===== src/rtl/wb_interconnect_rr_if.sv =====
// Wishbone bundle for N ports; per-port signals are packed along the first dimension.
// Devices that initiate cycles use the master modport, devices that respond use slave.
interface wb_if #(parameter int N = 1);
   logic [N-1:0]       cyc;
   logic [N-1:0]       stb;
   logic [N-1:0]       we;
   logic [N-1:0][31:0] adr;
   logic [N-1:0][3:0]  sel;
   logic [N-1:0][31:0] dat_m2s;
   logic [N-1:0][31:0] dat_s2m;
   logic [N-1:0]       ack;
   logic [N-1:0]       err;

   modport master (output cyc, stb, we, adr, sel, dat_m2s, input dat_s2m, ack, err);
   modport slave  (input cyc, stb, we, adr, sel, dat_m2s, output dat_s2m, ack, err);
endinterface


===== src/rtl/wb_interconnect_rr.sv =====
// Shared-bus Wishbone interconnect: round-robin master arbitration, address decode, error response.
// Optional bus watchdog enabled by defining WB_INTERCON_TIMEOUT_EN.
module wb_interconnect_rr #(
   parameter int                 NUMM      = 3,
   parameter int                 NUMS      = 3,
   parameter logic [NUMS*32-1:0] BASE_ADDR = {32'h1A110000, 32'h00000000, 32'h10000000},
   parameter logic [NUMS*32-1:0] SIZE      = {32'h1000, 32'h10000, 32'h1000},
   parameter int                 TIMEOUT   = 255
) (
   input logic  clk,
   input logic  rst_n,
   wb_if.slave  wbm,
   wb_if.master wbs
);
   localparam int MW = (NUMM > 1) ? $clog2(NUMM) : 1;
   localparam int SW = (NUMS > 1) ? $clog2(NUMS) : 1;

   typedef enum logic [1:0] {IDLE, BUSY, ERRRSP} state_t;

   state_t        state;
   logic [MW-1:0] gnt, last_grant, nxt;
   logic          req_any, busy, active;
   logic          g_cyc, g_stb, g_we;
   logic [31:0]   g_adr, g_dat;
   logic [3:0]    g_sel;
   logic          hit;
   logic [SW-1:0] hit_idx;
   logic          s_ack, s_err;
   logic [31:0]   s_dat;
   logic          wd_fire;

   assign busy   = (state == BUSY);
   assign active = (state != IDLE);

   // Search starts just after the last winner; iterating downward lets the nearest requester win.
   always_comb begin
      nxt     = last_grant;
      req_any = 1'b0;
      for (int k = NUMM; k >= 1; k--)
         for (int m = 0; m < NUMM; m++)
            if (m == (int'(last_grant) + k) % NUMM && wbm.cyc[m]) begin
               nxt     = MW'(m);
               req_any = 1'b1;
            end
   end

   always_comb begin
      g_cyc = 1'b0; g_stb = 1'b0; g_we = 1'b0;
      g_adr = '0;   g_dat = '0;   g_sel = '0;
      for (int m = 0; m < NUMM; m++)
         if (gnt == MW'(m)) begin
            g_cyc = wbm.cyc[m];
            g_stb = wbm.stb[m];
            g_we  = wbm.we[m];
            g_adr = wbm.adr[m];
            g_dat = wbm.dat_m2s[m];
            g_sel = wbm.sel[m];
         end
   end

   // Downward scan so the lowest matching slave index is the last assignment.
   always_comb begin
      hit     = 1'b0;
      hit_idx = '0;
      for (int s = NUMS-1; s >= 0; s--)
         if ((g_adr & ~(SIZE[(NUMS-1-s)*32 +: 32] - 32'd1)) == BASE_ADDR[(NUMS-1-s)*32 +: 32]) begin
            hit     = 1'b1;
            hit_idx = SW'(s);
         end
   end

   always_comb begin
      s_ack = 1'b0; s_err = 1'b0; s_dat = '0;
      for (int s = 0; s < NUMS; s++)
         if (hit && hit_idx == SW'(s)) begin
            s_ack = wbs.ack[s];
            s_err = wbs.err[s];
            s_dat = wbs.dat_s2m[s];
         end
   end

   always_comb begin
      wbs.cyc = '0; wbs.stb = '0; wbs.we = '0;
      wbs.adr = '0; wbs.sel = '0; wbs.dat_m2s = '0;
      for (int s = 0; s < NUMS; s++) begin
         wbs.cyc[s] = busy && g_cyc && hit && hit_idx == SW'(s);
         wbs.stb[s] = busy && g_stb && hit && hit_idx == SW'(s);
         if (active) begin
            wbs.we[s]      = g_we;
            wbs.adr[s]     = g_adr;
            wbs.sel[s]     = g_sel;
            wbs.dat_m2s[s] = g_dat;
         end
      end
   end

   always_comb begin
      wbm.ack = '0; wbm.err = '0; wbm.dat_s2m = '0;
      for (int m = 0; m < NUMM; m++)
         if (active && gnt == MW'(m)) begin
            wbm.ack[m]     = busy && s_ack;
            wbm.err[m]     = (busy && s_err) || (state == ERRRSP);
            wbm.dat_s2m[m] = busy ? s_dat : 32'd0;
         end
   end

`ifdef WB_INTERCON_TIMEOUT_EN
   localparam logic [15:0] TO16 = 16'(TIMEOUT);
   logic [15:0] wdog;

   assign wd_fire = busy && g_stb && hit && !s_ack && !s_err && (wdog == TO16);

   always_ff @(posedge clk or negedge rst_n) begin
      if (!rst_n)                                               wdog <= '0;
      else if (busy && g_stb && hit && !s_ack && !s_err && !wd_fire) wdog <= wdog + 16'd1;
      else                                                      wdog <= '0;
   end
`else
   localparam int unused_timeout = TIMEOUT;
   assign wd_fire = 1'b0;
`endif

   always_ff @(posedge clk or negedge rst_n) begin
      if (!rst_n) begin
         state      <= IDLE;
         gnt        <= '0;
         last_grant <= MW'(NUMM-1);
      end else begin
         case (state)
            IDLE: if (req_any) begin
               gnt        <= nxt;
               last_grant <= nxt;
               state      <= BUSY;
            end
            BUSY: begin
               if (!g_cyc) begin
                  state <= IDLE;
                  gnt   <= '0;
               end else if ((g_stb && !hit) || wd_fire) begin
                  state <= ERRRSP;
               end
            end
            ERRRSP:  state <= BUSY;
            default: state <= IDLE;
         endcase
      end
   end
endmodule


===== src/flat_wrapper.sv =====
// flat-port wrapper written by rule: the top's interface ports become plain ports
module wb_interconnect_rr_flat 
#(
   parameter int                 NUMM      = 3,
   parameter int                 NUMS      = 3,
   parameter logic [NUMS*32-1:0] BASE_ADDR = {32'h1A110000, 32'h00000000, 32'h10000000},
   parameter logic [NUMS*32-1:0] SIZE      = {32'h1000, 32'h10000, 32'h1000},
   parameter int                 TIMEOUT   = 255
)
  (clk, rst_n, wbm_cyc, wbm_stb, wbm_we, wbm_adr, wbm_sel, wbm_dat_m2s, wbm_dat_s2m, wbm_ack, wbm_err, wbs_cyc, wbs_stb, wbs_we, wbs_adr, wbs_sel, wbs_dat_m2s, wbs_dat_s2m, wbs_ack, wbs_err);
  wb_if #(.N(NUMM)) wbm_i ();
  wb_if #(.N(NUMS)) wbs_i ();
  input logic clk;
  input logic rst_n;
  input wire logic [$bits(wbm_i.cyc)-1:0] wbm_cyc;
  input wire logic [$bits(wbm_i.stb)-1:0] wbm_stb;
  input wire logic [$bits(wbm_i.we)-1:0] wbm_we;
  input wire logic [$bits(wbm_i.adr)-1:0] wbm_adr;
  input wire logic [$bits(wbm_i.sel)-1:0] wbm_sel;
  input wire logic [$bits(wbm_i.dat_m2s)-1:0] wbm_dat_m2s;
  output wire logic [$bits(wbm_i.dat_s2m)-1:0] wbm_dat_s2m;
  output wire logic [$bits(wbm_i.ack)-1:0] wbm_ack;
  output wire logic [$bits(wbm_i.err)-1:0] wbm_err;
  output wire logic [$bits(wbs_i.cyc)-1:0] wbs_cyc;
  output wire logic [$bits(wbs_i.stb)-1:0] wbs_stb;
  output wire logic [$bits(wbs_i.we)-1:0] wbs_we;
  output wire logic [$bits(wbs_i.adr)-1:0] wbs_adr;
  output wire logic [$bits(wbs_i.sel)-1:0] wbs_sel;
  output wire logic [$bits(wbs_i.dat_m2s)-1:0] wbs_dat_m2s;
  input wire logic [$bits(wbs_i.dat_s2m)-1:0] wbs_dat_s2m;
  input wire logic [$bits(wbs_i.ack)-1:0] wbs_ack;
  input wire logic [$bits(wbs_i.err)-1:0] wbs_err;
  assign wbm_i.cyc = wbm_cyc;
  assign wbm_i.stb = wbm_stb;
  assign wbm_i.we = wbm_we;
  assign wbm_i.adr = wbm_adr;
  assign wbm_i.sel = wbm_sel;
  assign wbm_i.dat_m2s = wbm_dat_m2s;
  assign wbm_dat_s2m = wbm_i.dat_s2m;
  assign wbm_ack = wbm_i.ack;
  assign wbm_err = wbm_i.err;
  assign wbs_cyc = wbs_i.cyc;
  assign wbs_stb = wbs_i.stb;
  assign wbs_we = wbs_i.we;
  assign wbs_adr = wbs_i.adr;
  assign wbs_sel = wbs_i.sel;
  assign wbs_dat_m2s = wbs_i.dat_m2s;
  assign wbs_i.dat_s2m = wbs_dat_s2m;
  assign wbs_i.ack = wbs_ack;
  assign wbs_i.err = wbs_err;
  wb_interconnect_rr #(.NUMM(NUMM), .NUMS(NUMS), .BASE_ADDR(BASE_ADDR), .SIZE(SIZE), .TIMEOUT(TIMEOUT)) u_core (.clk(clk), .rst_n(rst_n), .wbm(wbm_i), .wbs(wbs_i));
endmodule

===== config.mk =====
export PLATFORM = sky130hd
export DESIGN_NAME = wb_interconnect_rr_flat
export DESIGN_NICKNAME = d
export VERILOG_FILES = /design/src/rtl/wb_interconnect_rr_if.sv /design/src/rtl/wb_interconnect_rr.sv /design/src/flat_wrapper.sv
export SDC_FILE = /design/constraint.sdc
export NUM_CORES = 1
export LEC_CHECK = 0
export BUFFER_PORTS_ARGS = -buffer_cell sky130_fd_sc_hd__buf_2
export CAP_MARGIN = 15
export CELL_PAD_IN_SITES_DETAIL_PLACEMENT = 0
export CELL_PAD_IN_SITES_GLOBAL_PLACEMENT = 1
export CORE_AREA = 2 2 242 244
export DETAILED_ROUTE_END_ITERATION = 8
export DIE_AREA = 0 0 244 246
export HOLD_SLACK_MARGIN = 0.1
export PLACE_DENSITY = 0.41
export RECOVER_POWER = 50
export SYNTH_ARGS = -nofsm -noshare
export SYNTH_HDL_FRONTEND = slang
export SYNTH_SLANG_ARGS = --single-unit

===== constraint.sdc =====
create_clock -name clk -period 3.4 [get_ports clk]
set_clock_uncertainty 0.1 [all_clocks]
set_input_delay 0.68 -clock clk [delete_from_list [all_inputs] [get_ports clk]]
set_output_delay 0.68 -clock clk [all_outputs]
set_load 0.02 [all_outputs]

* Word level (Yosys, flattened, before mapping)
Cells that the tools add are included.
** Word-level totals
- Logic and storage cells :: 140
- Input port bits :: 317
- Output and inout port bits :: 315
- Bits in registers :: 6
** Cells by class
- Multiplexer cells :: 72
- Add/subtract/negate cells :: 3
- Equality and inequality tests :: 17
- Divide/modulo/power cells :: 3
- Reductions and logical operators :: 42
** Operators with widths (count)
- 32-bit 2-to-1 mux :: 15
- 32-bit zero test :: 4
- 2-bit by 32-bit equality test with 1-bit output (first input constant) :: 3
- 3-bit by 32-bit equality test with 1-bit output (first input constant) :: 3
- 32-bit by 3-bit modulo with 32-bit output (second input constant) :: 3
- 20-bit by 17-bit equality test with 1-bit output (second input constant) :: 2
- 1-bit 2-to-1 mux :: 34
- 2-bit 2-to-1 mux :: 17
- 1-bit logical AND :: 28
- 4-bit 2-to-1 mux :: 4
- 2-bit by 2-bit adder with 3-bit output (second input constant) :: 2
- 2-bit by 1-bit equality test with 1-bit output (second input constant) :: 3
- 2-bit equality test (second input constant) :: 3
- 2-bit zero test :: 3
- 2-bit case mux with 3 select lines :: 1
- 2-bit case mux with 2 select lines :: 1
- 2-bit AND reduction :: 2
- 2-bit nonzero test :: 2
- 2-bit by 1-bit adder with 3-bit output (second input constant) :: 1
- 3-bit inequality test (second input constant) :: 1
- 3-bit AND reduction :: 1
- 2-bit by 1-bit inequality test with 1-bit output (second input constant) :: 1
- 2-bit inequality test (second input constant) :: 1
- 1-bit zero test :: 1
- 1-bit logical OR :: 1

* Longest topological paths before layout
- Depth after elaboration :: 16
- Gate-level depth with buffers :: 11
- Mapped depth without buffers :: 8

* Worst setup path before layout
OpenSTA, ideal clock, no wires.
- Kind :: register to output
- Start :: register u_core.gnt[1]
- End :: output wbm_err[0]
- Arrival :: 2.557 ns
- Required time :: 2.620 ns
- Path slack :: 0.063 ns
- Cell stages (with the launch flop) :: 9
- Path buffers :: 2
- Cells stage by stage :: dfrtp_1 -> buf_2 -> buf_6 -> mux2i_1 -> a2bb2oi_1 -> nand4_1 -> nor4b_1 -> a32oi_1 -> o31ai_1
** Between the ends
- Word-level cells in the longest chain between the ends :: 16
- Elaborated cells between the ends (all ways) :: 28
- Those cells by class :: eq/ne: 6; mux: 13; reduce/logical: 9
** RTL lines
- start, declared :: RTL line wb_interconnect_rr.sv:21 : logic [MW-1:0] gnt, last_grant, nxt;
- start signal, assigned :: RTL line wb_interconnect_rr.sv:131 : gnt <= nxt;
- 2-bit zero test :: RTL line wb_interconnect_rr.sv:51, wb_interconnect_rr.sv:100
- 32-bit 2-to-1 mux (3 in a row) :: RTL line wb_interconnect_rr.sv:51 : if (gnt == MW'(m)) begin
- 20-bit by 17-bit equality test with 1-bit output :: RTL line wb_interconnect_rr.sv:66 : if ((g_adr & ~(SIZE[(NUMS-1-s)*32 +: 32] - 32'd1)) == BASE_ADDR[(NUMS-1-s)*32 +: 32]) begin
- 2-bit 2-to-1 mux (3 in a row) :: RTL line wb_interconnect_rr.sv:66
- 2-bit zero test :: RTL line wb_interconnect_rr.sv:75 : if (hit && hit_idx == SW'(s)) begin
- 1-bit logical AND :: RTL line wb_interconnect_rr.sv:75
- 1-bit 2-to-1 mux (3 in a row) :: RTL line wb_interconnect_rr.sv:75
- 1-bit logical AND :: RTL line wb_interconnect_rr.sv:102 : wbm.err[m] = (busy && s_err) || (state == ERRRSP);
- 1-bit logical OR :: RTL line wb_interconnect_rr.sv:102
- 1-bit 2-to-1 mux * :: RTL line wb_interconnect_rr.sv:100 : if (active && gnt == MW'(m)) begin
- end, declared :: RTL line flat_wrapper.sv:23 : output wire logic [$bits(wbm_i.err)-1:0] wbm_err;
Mark *: on every way between the ends. The rest lies on a longest branch, timed or not.

* Worst setup path in the final report
- Start :: register u_core.gnt[1]
- End :: output wbm_dat_s2m[90]
** Between the ends
- Word-level cells in the longest chain between the ends :: 15
- Elaborated cells between the ends (all ways) :: 27
- Those cells by class :: eq/ne: 6; mux: 14; reduce/logical: 7
** RTL lines
- 2-bit zero test :: RTL line wb_interconnect_rr.sv:51
- 32-bit 2-to-1 mux (3 in a row) :: RTL line wb_interconnect_rr.sv:51
- 20-bit by 17-bit equality test with 1-bit output :: RTL line wb_interconnect_rr.sv:66
- 2-bit 2-to-1 mux (3 in a row) :: RTL line wb_interconnect_rr.sv:66
- 2-bit zero test :: RTL line wb_interconnect_rr.sv:75
- 1-bit logical AND :: RTL line wb_interconnect_rr.sv:75
- 32-bit 2-to-1 mux (3 in a row) :: RTL line wb_interconnect_rr.sv:75
- 32-bit 2-to-1 mux :: RTL line wb_interconnect_rr.sv:103 : wbm.dat_s2m[m] = busy ? s_dat : 32'd0;
- 32-bit 2-to-1 mux * :: RTL line wb_interconnect_rr.sv:100
- end, declared :: RTL line flat_wrapper.sv:21 : output wire logic [$bits(wbm_i.dat_s2m)-1:0] wbm_dat_s2m;
Marks and branches as above.

==> impl_results.md <==
* PwrDens at 616 nW/um2
* Hold crit path type: in -> async
* Ys flop type: dfrtp_1
* EDFF count, synth at 0
* Fin cells at 2019
* Post-Route Setup TNS at -24.69 ns
* Maxcap violations at 0
* Row Count at 88
* Yosys cell types at 42
* Routability congestion estimate at 0.898
* Hold-fix buffers at CTS at 0
* Post-Route WL at 35500 um
* Max-Slew Margin vs Limit at 60.1%
* Via count at 7433
* Worst slew pin tran at 0.596 ns
* Synthesized flop and latch total at 6
* Root buffer cell: clkbuf_16
* Fmax at 0.270 GHz
* Num CTS Buffers at 3
* Register area at 159 um2
* Nets@finish at 1572
* Vias in the first global route at 7335
* R2R Setup Slk at 0.65 ns
* Cell with the most instances on the worst path: buf_6
* Critical path type: reg -> out
* I/O Buffers at 631
* Clock Latency Late Sink at 0.23 ns
* Detailed-route DRC error count at 0
* Worst path max stage delay at 0.50 ns
* Status: finished, violations left
* Synth Instances at 714
* Layout cell share with drive strength beyond 1 at 69.3%
* Die Wd at 244 um
* Syn Std Cell Area at 4490 um2
* Final setup fails at 104
* Crit Path Max Fanout at 8
* Final setup margin at -0.297 ns
* RR Startpoint: u_core.gnt[1]
* Clk sinks at 6
* Multi-input gate area at 3890 um2
* Sequential share of the synthesized area at 3.37%
* Core area at 57400 um2
* WP data required at 2.62 ns
* Final count of hold timing violations at 0
* Worst Path Buf+Inv at 5
* Starting DRT DRC Count at 194
* First-pass DRT Iterations at 4
* Cell total after placement at 1992
* Leak at 4.62 nW
* Reg-to-reg endpoint: u_core.state[1]
* Overall Power at 6.01 mW
* Worst path cell trace: clkbuf_16 > mux2i_4 > a2bb2oi_2 > nand4_1 > buf_6 > nor4_4 > buf_6 > buf_12 > nand3_1 > a31oi_2 > buf_2
* Detailed Place HPWL at 28700 um
* CTS tree: yes
* GRT Resource Usage Total at 10.5%
* CP arrival at 2.92 ns
* First-pass GRT wire length at 47600 um
* Mapped Avg Cell Area at 6.29 um2
* Max-slew violations at 0
* Startpoint types: flop
* Pre-CTS setup slack at -0.219 ns
* Initial Utilization at 7.83%
* Antenna viol nets, final at 0
* Vias/cell at 3.68
* DIE AREA at 60000 um2
* Mapped Nets at 1033
* Ys Warns at 0
* Tmin final at 3.70 ns
* Fin crit share at 109%
* Io pins at 632
* Longest Clk Path Bufs at 2
* GRT overflow at 0
* Die height at 246 um
* Peak supply drop at 0.000345 V
* Crit. End Element: output port
* Cell family with most CP delay: buffers and inverters
* R2R depth at 11
* Clock Pin Slew Worst Setup and Hold Paths at 0.03 ns
* Failing checks: negative setup slack
* Synthesis-to-finish area growth at 117%
* Largest net degree at the start of global routing at 59
* FFs w/ async S/R, synth at 100%
* Antenna violations before repair at 5
* RSZ-0062 raised after global routing: yes
* Worst path slowest cell: dfrtp_4
* DR WL/cell at 17.6 um
* Fill cells at 6617
* CTS H-tree lvls at 1
## repair_timing
item | 4_1_cts | 5_1_grt
setup endpoints to repair | 108 | 132
gates resized for setup | 98 | 211
setup buffers | 4 | 9
pin swaps | 10 | 44
gates cloned | 3 | 5
## worst max-delay path by stage
stage	from	end	slack [ns]	cells past startpoint
after floorplan	u_core.gnt[1]	wbm_err[0]	0.06	8
after global placement	wbm_adr[88]	wbm_dat_s2m[8]	-0.25	10
after detailed placement	wbm_adr[84]	wbm_dat_s2m[40]	-0.22	11
after CTS	u_core.gnt[1]	wbm_dat_s2m[70]	-0.36	12
after global routing	u_core.gnt[1]	wbm_dat_s2m[4]	-0.41	12
final	u_core.gnt[1]	wbm_dat_s2m[90]	-0.30	11
## placed cells by master (no fill, tap or decap), types with 7 or more instances in the layout
| cell | Yosys | routed |
|---|---|---|
| buf_2 | 14 | 511 |
| buf_4 | 138 | 143 |
| nor2_1 | 136 | 129 |
| a21oi_1 | 145 | 96 |
| mux2i_1 | 71 | 56 |
| a21oi_2 | 0 | 48 |
| buf_6 | 1 | 40 |
| a32oi_2 | 0 | 21 |
| nand3_1 | 35 | 17 |
| clkbuf_1 | 33 | 17 |
| a2bb2oi_2 | 0 | 16 |
| nand3_2 | 0 | 15 |
| nand2_1 | 13 | 13 |
| buf_12 | 0 | 12 |
| mux2i_2 | 0 | 11 |
| clkbuf_16 | 0 | 8 |
| a32oi_4 | 0 | 7 |
## routing by layer
metal / part of all wire (%) / GRT usage [%]
met5: 0.073 / 0
met1: 38 / 11.7
met3: 5.6 / 1.83
met4: 2.2 / 2.55
met2: 54 / 20.5
## registers in the layout (all words and copies together), names as in the netlist
signal,cells
u_core.last_grant,2
u_core.state,2
u_core.gnt,2
## cell usage after synthesis (all sizes together) (5+ instances only)
cell	instances	area, um2
a32oi	34	298
buf	166	1170
a2bb2oi	20	175
mux2i	71	711
nand2	13	48.8
nand4	5	31.3
a21oi	145	726
nand3	35	175
dfrtp	5	125
nor2	136	510
clkbuf	33	124
inv	5	18.8
## area by class of cell
type	instances	area share, %
flip-flops and latches	6	1.63
multi-input cells	504	39.9
repair buffers	733	47.5
diodes	2	0.0513
clock buffers	4	0.809
well taps	765	9.82
inverters	5	0.193
## cells by family (layout without fill, tap and decap cells)
family | count (synthesis) | in the layout | synth area share (%)
muxes | 71 | 71 | 15.8
buffers and inverters | 204 | 742 | 29.1
DFF | 6 | 6 | 3.37
other | 0 | 2 | 0
and+or+nand+nor | 209 | 209 | 20.6
adders and majority gates | 2 | 2 | 0.557
AOI/OAI and AO/OA | 222 | 222 | 30.5
## report_power, final
group / internal, mW / total, mW / switching [mW]
registers: 0.112 / 0.175 / 0.0624
logic: 1.89 / 5.64 / 3.74
clock network: 0.155 / 0.195 / 0.0392
total: 2.16 / 6.01 / 3.85
## metrics by stage
stage | cell area (um2) | util (%) | hold slack (ns)
5_1_grt | 9740 | 17.0 | 0.277
3_3_place_gp | 8080 | 14.1 | 0.403
3_5_place_dp | 8080 | 14.1 | 0.425
2_1_floorplan | 4490 | - | 0.284
6_report | 9750 | 17.0 | 0.258
4_1_cts | 8640 | 15.1 | 0.190
## worst register-to-register path, cell delays in order (launching register included)
cell,delay (ns)
dfrtp_4,0.54
clkbuf_16,0.21
mux2i_2,0.19
a2bb2oi_2,0.20
nand4_1,0.18
buf_4,0.19
nor4_4,0.25
buf_6,0.18
buf_12,0.15
buf_4,0.14
a21oi_1,0.07
and4_1,0.23
Note: power is estimated with default switching activity, not from simulation.
